===== src/rtl/oldland_memory_if.sv =====
// rtl/oldland_memory_if.sv - data-bus interface between the Oldland memory stage and memory
//
// Ports (master = memory stage, slave = memory):
//   d_addr     word-aligned bus address
//   d_bytesel  byte-lane enables
//   d_wr_en    1 = write, 0 = read
//   d_access   bus request, held until d_ack or timeout
//   d_wr_val   lane-replicated store data
//   d_data     read data, valid with d_ack
//   d_ack      transaction complete
interface oldland_memory_if;
  logic [31:0] d_addr;
  logic [3:0]  d_bytesel;
  logic        d_wr_en;
  logic        d_access;
  logic [31:0] d_wr_val;
  logic [31:0] d_data;
  logic        d_ack;

  modport master (
    output d_addr, d_bytesel, d_wr_en, d_access, d_wr_val,
    input  d_data, d_ack
  );

  modport slave (
    input  d_addr, d_bytesel, d_wr_en, d_access, d_wr_val,
    output d_data, d_ack
  );
endinterface


===== src/rtl/oldland_memory.sv =====
// rtl/oldland_memory.sv - Oldland pipeline memory-access stage
//
// Ports:
//   clk, rst    pipeline clock, synchronous active-high reset
//   alu_out     effective address (loads/stores) or ALU result
//   mem_load    instruction is a load
//   mem_store   instruction is a store (wins if both are set)
//   mem_width   00 byte, 01 half, 10 word, 11 misaligned
//   wr_val      store data or register result
//   wr_result   instruction writes rd
//   rd_sel      destination register
//   bus         data-bus master (oldland_memory_if.master)
//   mem_stall   upstream must hold its outputs
//   wb_en, wb_sel, wb_data   registered writeback to the next stage
//   bus_error   one-cycle pulse on misaligned access or bus timeout
module oldland_memory #(
  parameter int unsigned TIMEOUT = 16
) (
  input  logic                    clk,
  input  logic                    rst,
  input  logic [31:0]             alu_out,
  input  logic                    mem_load,
  input  logic                    mem_store,
  input  logic [1:0]              mem_width,
  input  logic [31:0]             wr_val,
  input  logic                    wr_result,
  input  logic [2:0]              rd_sel,
  oldland_memory_if.master        bus,
  output logic                    mem_stall,
  output logic                    wb_en,
  output logic [2:0]              wb_sel,
  output logic [31:0]             wb_data,
  output logic                    bus_error
);

  typedef enum logic {
    S_IDLE,
    S_BUSY
  } state_t;

  state_t      r_state;
  logic [7:0]  r_count;
  logic        r_load;
  logic [2:0]  r_rd;
  logic [1:0]  r_lane;
  logic [1:0]  r_width;

  logic        w_mem_op;
  logic        w_misaligned;
  logic        w_timeout;
  logic [3:0]  w_bytesel;
  logic [31:0] w_wr_val;
  logic [7:0]  w_byte;
  logic [31:0] w_load_data;

  assign w_mem_op = mem_load | mem_store;

  assign w_misaligned = (mem_width == 2'b11) ||
                        (mem_width == 2'b01 && alu_out[0]) ||
                        (mem_width == 2'b10 && alu_out[1:0] != 2'b00);

  // Last BUSY cycle before the access is abandoned.
  assign w_timeout = (r_count == 8'(TIMEOUT - 1));

  // An ack in the timeout cycle still completes normally, so stall drops in
  // both cases and upstream advances on the same edge.
  assign mem_stall = (r_state == S_IDLE) ? (w_mem_op && !w_misaligned)
                                         : (!bus.d_ack && !w_timeout);

  // Little-endian lane enables and store-data replication.
  always_comb begin
    w_bytesel = 4'b1111;
    w_wr_val  = wr_val;
    case (mem_width)
      2'b00: begin
        w_bytesel = 4'b0001 << alu_out[1:0];
        w_wr_val  = {4{wr_val[7:0]}};
      end
      2'b01: begin
        w_bytesel = alu_out[1] ? 4'b1100 : 4'b0011;
        w_wr_val  = {2{wr_val[15:0]}};
      end
      default: ;
    endcase
  end

  // Lane selection of returned data, zero-extended.
  always_comb begin
    case (r_lane)
      2'd0:    w_byte = bus.d_data[7:0];
      2'd1:    w_byte = bus.d_data[15:8];
      2'd2:    w_byte = bus.d_data[23:16];
      default: w_byte = bus.d_data[31:24];
    endcase
    w_load_data = bus.d_data;
    case (r_width)
      2'b00:   w_load_data = {24'd0, w_byte};
      2'b01:   w_load_data = {16'd0, r_lane[1] ? bus.d_data[31:16] : bus.d_data[15:0]};
      default: ;
    endcase
  end

  always_ff @(posedge clk) begin
    if (rst) begin
      r_state       <= S_IDLE;
      r_count       <= 8'd0;
      r_load        <= 1'b0;
      r_rd          <= 3'd0;
      r_lane        <= 2'd0;
      r_width       <= 2'd0;
      bus.d_addr    <= 32'd0;
      bus.d_bytesel <= 4'd0;
      bus.d_wr_en   <= 1'b0;
      bus.d_access  <= 1'b0;
      bus.d_wr_val  <= 32'd0;
      wb_en         <= 1'b0;
      wb_sel        <= 3'd0;
      wb_data       <= 32'd0;
      bus_error     <= 1'b0;
    end else begin
      bus_error <= 1'b0;
      case (r_state)
        S_IDLE: begin
          if (w_mem_op) begin
            wb_en <= 1'b0;
            if (w_misaligned) begin
              bus_error <= 1'b1;
            end else begin
              bus.d_addr    <= {alu_out[31:2], 2'b00};
              bus.d_bytesel <= w_bytesel;
              bus.d_wr_en   <= mem_store;
              bus.d_wr_val  <= w_wr_val;
              bus.d_access  <= 1'b1;
              r_count       <= 8'd0;
              // A load+store combination is a store: no writeback.
              r_load        <= mem_load & ~mem_store;
              r_rd          <= rd_sel;
              r_lane        <= alu_out[1:0];
              r_width       <= mem_width;
              r_state       <= S_BUSY;
            end
          end else begin
            wb_en   <= wr_result;
            wb_sel  <= rd_sel;
            wb_data <= wr_val;
          end
        end

        S_BUSY: begin
          if (bus.d_ack) begin
            bus.d_access  <= 1'b0;
            bus.d_wr_en   <= 1'b0;
            bus.d_bytesel <= 4'd0;
            wb_en         <= r_load;
            if (r_load) begin
              wb_sel  <= r_rd;
              wb_data <= w_load_data;
            end
            r_state <= S_IDLE;
          end else if (w_timeout) begin
            bus.d_access  <= 1'b0;
            bus.d_wr_en   <= 1'b0;
            bus.d_bytesel <= 4'd0;
            bus_error     <= 1'b1;
            wb_en         <= 1'b0;
            r_state       <= S_IDLE;
          end else begin
            r_count <= r_count + 8'd1;
            wb_en   <= 1'b0;
          end
        end

        default: r_state <= S_IDLE;
      endcase
    end
  end

endmodule


===== src/flat_wrapper.sv =====
// flat-port wrapper written by rule: the top's interface ports become plain ports
module oldland_memory_flat 
#(
  parameter int unsigned TIMEOUT = 16
)
  (clk, rst, alu_out, mem_load, mem_store, mem_width, wr_val, wr_result, rd_sel, mem_stall, wb_en, wb_sel, wb_data, bus_error, bus_d_addr, bus_d_bytesel, bus_d_wr_en, bus_d_access, bus_d_wr_val, bus_d_data, bus_d_ack);
  oldland_memory_if bus_i ();
  input  logic clk;
  input  logic rst;
  input  logic [31:0] alu_out;
  input  logic mem_load;
  input  logic mem_store;
  input  logic [1:0] mem_width;
  input  logic [31:0] wr_val;
  input  logic wr_result;
  input  logic [2:0] rd_sel;
  output logic mem_stall;
  output logic wb_en;
  output logic [2:0] wb_sel;
  output logic [31:0] wb_data;
  output logic bus_error;
  output wire logic [$bits(bus_i.d_addr)-1:0] bus_d_addr;
  output wire logic [$bits(bus_i.d_bytesel)-1:0] bus_d_bytesel;
  output wire logic [$bits(bus_i.d_wr_en)-1:0] bus_d_wr_en;
  output wire logic [$bits(bus_i.d_access)-1:0] bus_d_access;
  output wire logic [$bits(bus_i.d_wr_val)-1:0] bus_d_wr_val;
  input wire logic [$bits(bus_i.d_data)-1:0] bus_d_data;
  input wire logic [$bits(bus_i.d_ack)-1:0] bus_d_ack;
  assign bus_d_addr = bus_i.d_addr;
  assign bus_d_bytesel = bus_i.d_bytesel;
  assign bus_d_wr_en = bus_i.d_wr_en;
  assign bus_d_access = bus_i.d_access;
  assign bus_d_wr_val = bus_i.d_wr_val;
  assign bus_i.d_data = bus_d_data;
  assign bus_i.d_ack = bus_d_ack;
  oldland_memory #(.TIMEOUT(TIMEOUT)) u_core (.clk(clk), .rst(rst), .alu_out(alu_out), .mem_load(mem_load), .mem_store(mem_store), .mem_width(mem_width), .wr_val(wr_val), .wr_result(wr_result), .rd_sel(rd_sel), .bus(bus_i), .mem_stall(mem_stall), .wb_en(wb_en), .wb_sel(wb_sel), .wb_data(wb_data), .bus_error(bus_error));
endmodule

===== config.mk =====
export PLATFORM = sky130hd
export DESIGN_NAME = oldland_memory_flat
export DESIGN_NICKNAME = d
export VERILOG_FILES = /design/src/rtl/oldland_memory_if.sv /design/src/rtl/oldland_memory.sv /design/src/flat_wrapper.sv
export SDC_FILE = /design/constraint.sdc
export NUM_CORES = 1
export LEC_CHECK = 0
export ABC_AREA = 1
export BUFFER_PORTS_ARGS = -buffer_cell sky130_fd_sc_hd__buf_2
export CAP_MARGIN = 20
export CORE_MARGIN = 1
export CORE_UTILIZATION = 49
export DETAILED_ROUTE_END_ITERATION = 7
export PLACE_DENSITY = 0.8
export SLEW_MARGIN = 20
export SYNTH_ARGS = -nofsm -noshare
export SYNTH_HDL_FRONTEND = slang
export SYNTH_SLANG_ARGS = --single-unit
export TNS_END_PERCENT = 1

===== constraint.sdc =====
create_clock -name clk -period 1.6 [get_ports clk]
set_input_delay 0.08 -clock clk [delete_from_list [all_inputs] [get_ports clk]]
set_output_delay 0.08 -clock clk [all_outputs]
set_load 0.005 [all_outputs]

== Word level (Yosys, flattened, before mapping) ==
Index checks and enable logic that the tools add are counted.
Word-level totals
  logic and storage cells: 100
  bits in registers: 122
  output and inout port bits: 108
  input port bits: 107
Operators by class
  shift-type cells: 1
  add/subtract/negate cells: 1
  reductions and logical operators: 17
  mux-type cells: 46
  bitwise operators: 5
  eq/ne operators: 15
Operators by type and width (count)
  $pmux W32 S2: 3
  $mux W32: 3
  $mux W8: 4
  $pmux W8 S3: 1
  $mux W4: 5
  $mux W1: 17
  $mux W16: 1
  $pmux W4 S2: 2
  $pmux W8 S2: 1
  $ne A2 B2 Y1 const B: 6
  $pmux W1 S2: 5
  $mux W3: 3
  $reduce_and A3 Y1: 3
  $add A8 B1 Y8 const B: 1
  $eq A8 B4 Y1 const B: 1
  $eq A2 B1 Y1 const B: 3
  $eq A2 B2 Y1 const B: 3
  $logic_not A2 Y1: 3
  $pmux W3 S2: 1
  $logic_and A1 B1 Y1: 4
  $reduce_and A4 Y1: 1
  $shl A1 B2 Y4 const A: 1
  $logic_not A1 Y1: 3
  $ne A3 B3 Y1 const B: 1
  6 further kinds: 9

== Longest topological paths before layout ==
  depth after elaboration: 7
  depth in mapped cells: 9

== Least setup slack after synthesis ==
OpenSTA, ideal clock, no wires.
  kind: register -> register
  start: register u_core.r_count[0]
  end: register u_core.r_count[4]
  setup time: 0.132 ns
  path slack: 0.190 ns
  period minus slack after synthesis: 1.410 ns
  stages on the path, launching flop included: 10
  arrival time: 1.277 ns
  buffers on the path: 1
  cell sequence: dfxtp_1 -> ha_1 -> nand2_1 -> nor2_2 -> nand3_1 -> nand3_1 -> buf_4 -> nand2_2 -> nand2_1 -> a21oi_1
Between the ends
  cells in the longest elaborated chain, start to end: 4
RTL lines
  start, declared: RTL line oldland_memory.sv:42  | logic [7:0] r_count;
  start signal, assigned: RTL line oldland_memory.sv:168  | r_count <= r_count + 8'd1;
  $add A8 B1 Y8: RTL line oldland_memory.sv:168
  $mux W8: RTL line oldland_memory.sv:160  | end else if (w_timeout) begin
  $mux W8: RTL line oldland_memory.sv:150  | if (bus.d_ack) begin
  $pmux W8 S2: RTL line oldland_memory.sv:122  | case (r_state)
Several ways; a longest one is shown, not always the timed one. The select of a mux whose other input is x is not followed.
A chain may end at the register's enable or synchronous reset.

== Worst setup path in the final report ==
  start: register u_core.r_count[0]
  end: output port mem_stall
Between the ends
  cells in the longest elaborated chain, start to end: 4
RTL lines
  $eq A8 B4 Y1: RTL line oldland_memory.sv:63  | assign w_timeout = (r_count == 8'(TIMEOUT - 1));
  $logic_not A1 Y1: RTL line oldland_memory.sv:68  | : (!bus.d_ack && !w_timeout);
  $logic_and A1 B1 Y1: RTL line oldland_memory.sv:68
  $mux W1: RTL line oldland_memory.sv:67  | assign mem_stall = (r_state == S_IDLE) ? (w_mem_op && !w_misaligned)
  end, declared: RTL line flat_wrapper.sv:17  | output logic mem_stall;
No other way between the ends.

==> impl_metrics.yaml <==
grt:
  globalRouteOverflowTotal: 0
  grt_pass1_vias: 6225
  grt_max_degree: 60
  grt_usage_pct: 34.16
  antenna_found_initial: 1
  grt_pass1_wl_um: 31310
cts:
  tritoncts: "built"
  numCtsBuffers: 17
  insertion_delay_ns: 0.42
  path_clk_slew_ns: 0.06
  cts_sinks: 122
  root_buffer: "clkbuf_16"
  cts-htree-levels: 4
  clock_path_buffers: 2
critical_path:
  cp-start-kind: "flip-flop"
  critPathKind: "flip-flop to primary output"
  endpoint_kind: "primary output"
  worstPathMaxFanout: 2
  critPathMaxStageDelay_ns: 0.35
  cp.arrival_ns: 1.49
  crit_top_cell: "nand3_4"
  cp_slowest_cell: "dfxtp_2"
  crit_required_ns: 1.52
  crit_chain: "ha_4 -> nand2_2 -> nor2_4 -> nand3_4 -> nand3_4 -> nand2_4 -> buf_2"
layout:
  fillers: 807
  areaGrowthSynthToFinish_pct: 46.37
  mostFrequentLayoutCells: "buf_2 (212), nand2_1 (176), dfxtp_1 (119)"
  final_common_cell: "buf_2"
  drive_gt1_share_pct: 28.33
  nets: 1175
yosys:
  ys_seq_area_share_pct: 43.35
  netlist_instances: 798
  ys_seq_elements: 122
  ys_types: 33
  syn_area_um2: 5634
  synth_warnings: 0
  synth.avg_cell_area_um2: 7.060
pwr:
  power_density_nw_per_um2: 1103
  power_leakage_nw: 3.973
  ir_drop_v: 0.001131
timing:
  skew_ns: 0.005636
  relSlewSlack_pct: 57.48
  tightest_slew_ns: 0.6344
  drv_slew: 0
  clock.fmax_mhz: 638.6
  hold_viol: 0
  finalWorstSetupSlack_ns: 0.03395
  post-route-period-util_pct: 97.88
  period_minus_slack_ns: 1.566
  whs_ns: 0.01993
  finalSetupViolCount: 0
floorplanning:
  boundaryPins: 215
  initial_core_util_pct: 51.08
  die_w_um: 109.2
  die-area_um2: 11930
  core_um2: 11030
  die_h_um: 109.2
  rows: 38
routing:
  routedWlPerCell_um: 17.44
  drt_pass1_iterations: 6
  drt_iter0_drc: 997
  ant_nets: 0
  via_count: 6971
  drc: 0
  wl_um: 21310
  viasPerCell: 5.705
placed_design:
  portBuffers: 212
  routabilityCongestion: 0.9107
  pre_cts_slack_ns: 0.02657
  dp_hpwl_um: 12850
status:
  status: "finished clean"
hold_path:
  hp-class: "input port to flip-flop"
job:
  cap_viol_max_count: 0
[stage by stage]
step	area, um2	utilization, %	setup TNS, ns	instances	total power, mW
finish	8247	74.76	0	1222	9.095
global route	8242	74.72	-0.04654	1220	9.413
CTS	8172	74.08	0	1219	8.990
detailed placement	6863	62.22	0	1119	4.850
global placement	6863	62.22	0	1119	4.832
floorplan	5638	-	0	799	4.230
[cell usage after synthesis (all sizes together)]
cell type | instances | area [um2]
a21oi | 95 | 475.5
a31oi | 12 | 75.07
buf | 31 | 185.2
clkbuf | 27 | 101.4
conb | 1 | 3.750
dfxtp | 122 | 2442
ha | 1 | 12.51
inv | 54 | 202.7
nand2 | 182 | 700.7
nand3 | 90 | 450.4
nand4 | 9 | 56.30
nor2 | 56 | 225.2
nor3 | 2 | 15.01
nor3b | 1 | 7.510
o211ai | 3 | 22.52
o21a | 2 | 15.01
o21ai | 73 | 365.3
o21bai | 5 | 37.54
o221ai | 8 | 70.07
o22a | 6 | 52.55
o22ai | 8 | 50.05
or2 | 8 | 50.05
xnor2 | 1 | 8.760
xor2 | 1 | 8.760
[final cells by class]
cell class | count | area [um2] | area share, %
Clock inverter | 14 | 185.2 | 2.245
Antenna cell | 2 | 5.005 | 0.06069
Clock buffer | 18 | 439.2 | 5.325
Inverter | 54 | 202.7 | 2.458
Tap cell | 140 | 175.2 | 2.124
Sequential cell | 122 | 2446 | 29.66
Multi-Input combinational cell | 565 | 2761 | 33.49
Timing Repair Buffer | 307 | 2032 | 24.64
[path summary, 6_finish.rpt]
kind,from,to,slack (ns),cells past startpoint
max,u_core.r_count[0],mem_stall,0.03,7
min reg2reg,u_core.bus.d_addr[3],u_core.bus.d_addr[3],0.46,2
min,wr_val[2],u_core.bus.d_wr_val[2],0.02,3
max reg2reg,u_core.r_state,u_core.wb_data[5],0.05,6
[flip-flops by register name, indices dropped and copies added, names as in the netlist, 2 cells and up]
signal                flops
u_core.bus.d_wr_val      32
u_core.wb_data           32
u_core.bus.d_addr        30
u_core.r_count            8
u_core.bus.d_bytesel      4
u_core.r_rd               3
u_core.wb_sel             3
u_core.r_lane             2
u_core.r_width            2
[critical path: cells and delay by family, from the launching register on]
kind	cells	cell delay, ns
DFF	1	0.35
buffers and inverters	1	0.13
adders and majority gates	1	0.14
and+or+nand+nor	5	0.45
[logic make-up (layout without fill, tap and decap cells)]
group	Yosys count	after routing	share of synthesized area [%]
XOR/XNOR	2	2	0.3110
adder cells (fa/ha/maj)	1	1	0.2220
other	1	4	0.06656
AND/OR/NAND/NOR	348	348	26.72
flip-flops	122	122	43.35
buffers and inverters	112	393	8.683
AO/OA/AOI/OAI	212	212	20.65
[power breakdown]
part / switching (mW) / internal (mW)
Combinational: 0.933 / 0.697
Sequential: 0.135 / 3.27
Clock: 1.53 / 2.53
Total: 2.60 / 6.50
[layer usage]
layer | global-route usage (%) | wire length [um] | up-vias | share of wire (%)
met4 | 16.95 | 897 | 0 | 4.2
met5 | 0 | 0 | - | 0
met1 | 43.97 | 8064 | 3188 | 38
met2 | 53.46 | 10040 | 489 | 47
li1 | - | - | 3218 | -
met3 | 8.069 | 2311 | 76 | 11
[what timing repair did]
| action | in CTS | in global routing |
|---|---|---|
| buffers inserted | 5 | 0 |
| gates cloned | 0 | 1 |
| hold endpoints to repair | 62 | 0 |
| hold buffers | 63 | 0 |
| resized for setup | 4 | 9 |
| pin swaps | 2 | 2 |
| endpoints found under the setup margin | 2 | 13 |
Power figures use the tool's default switching activity.
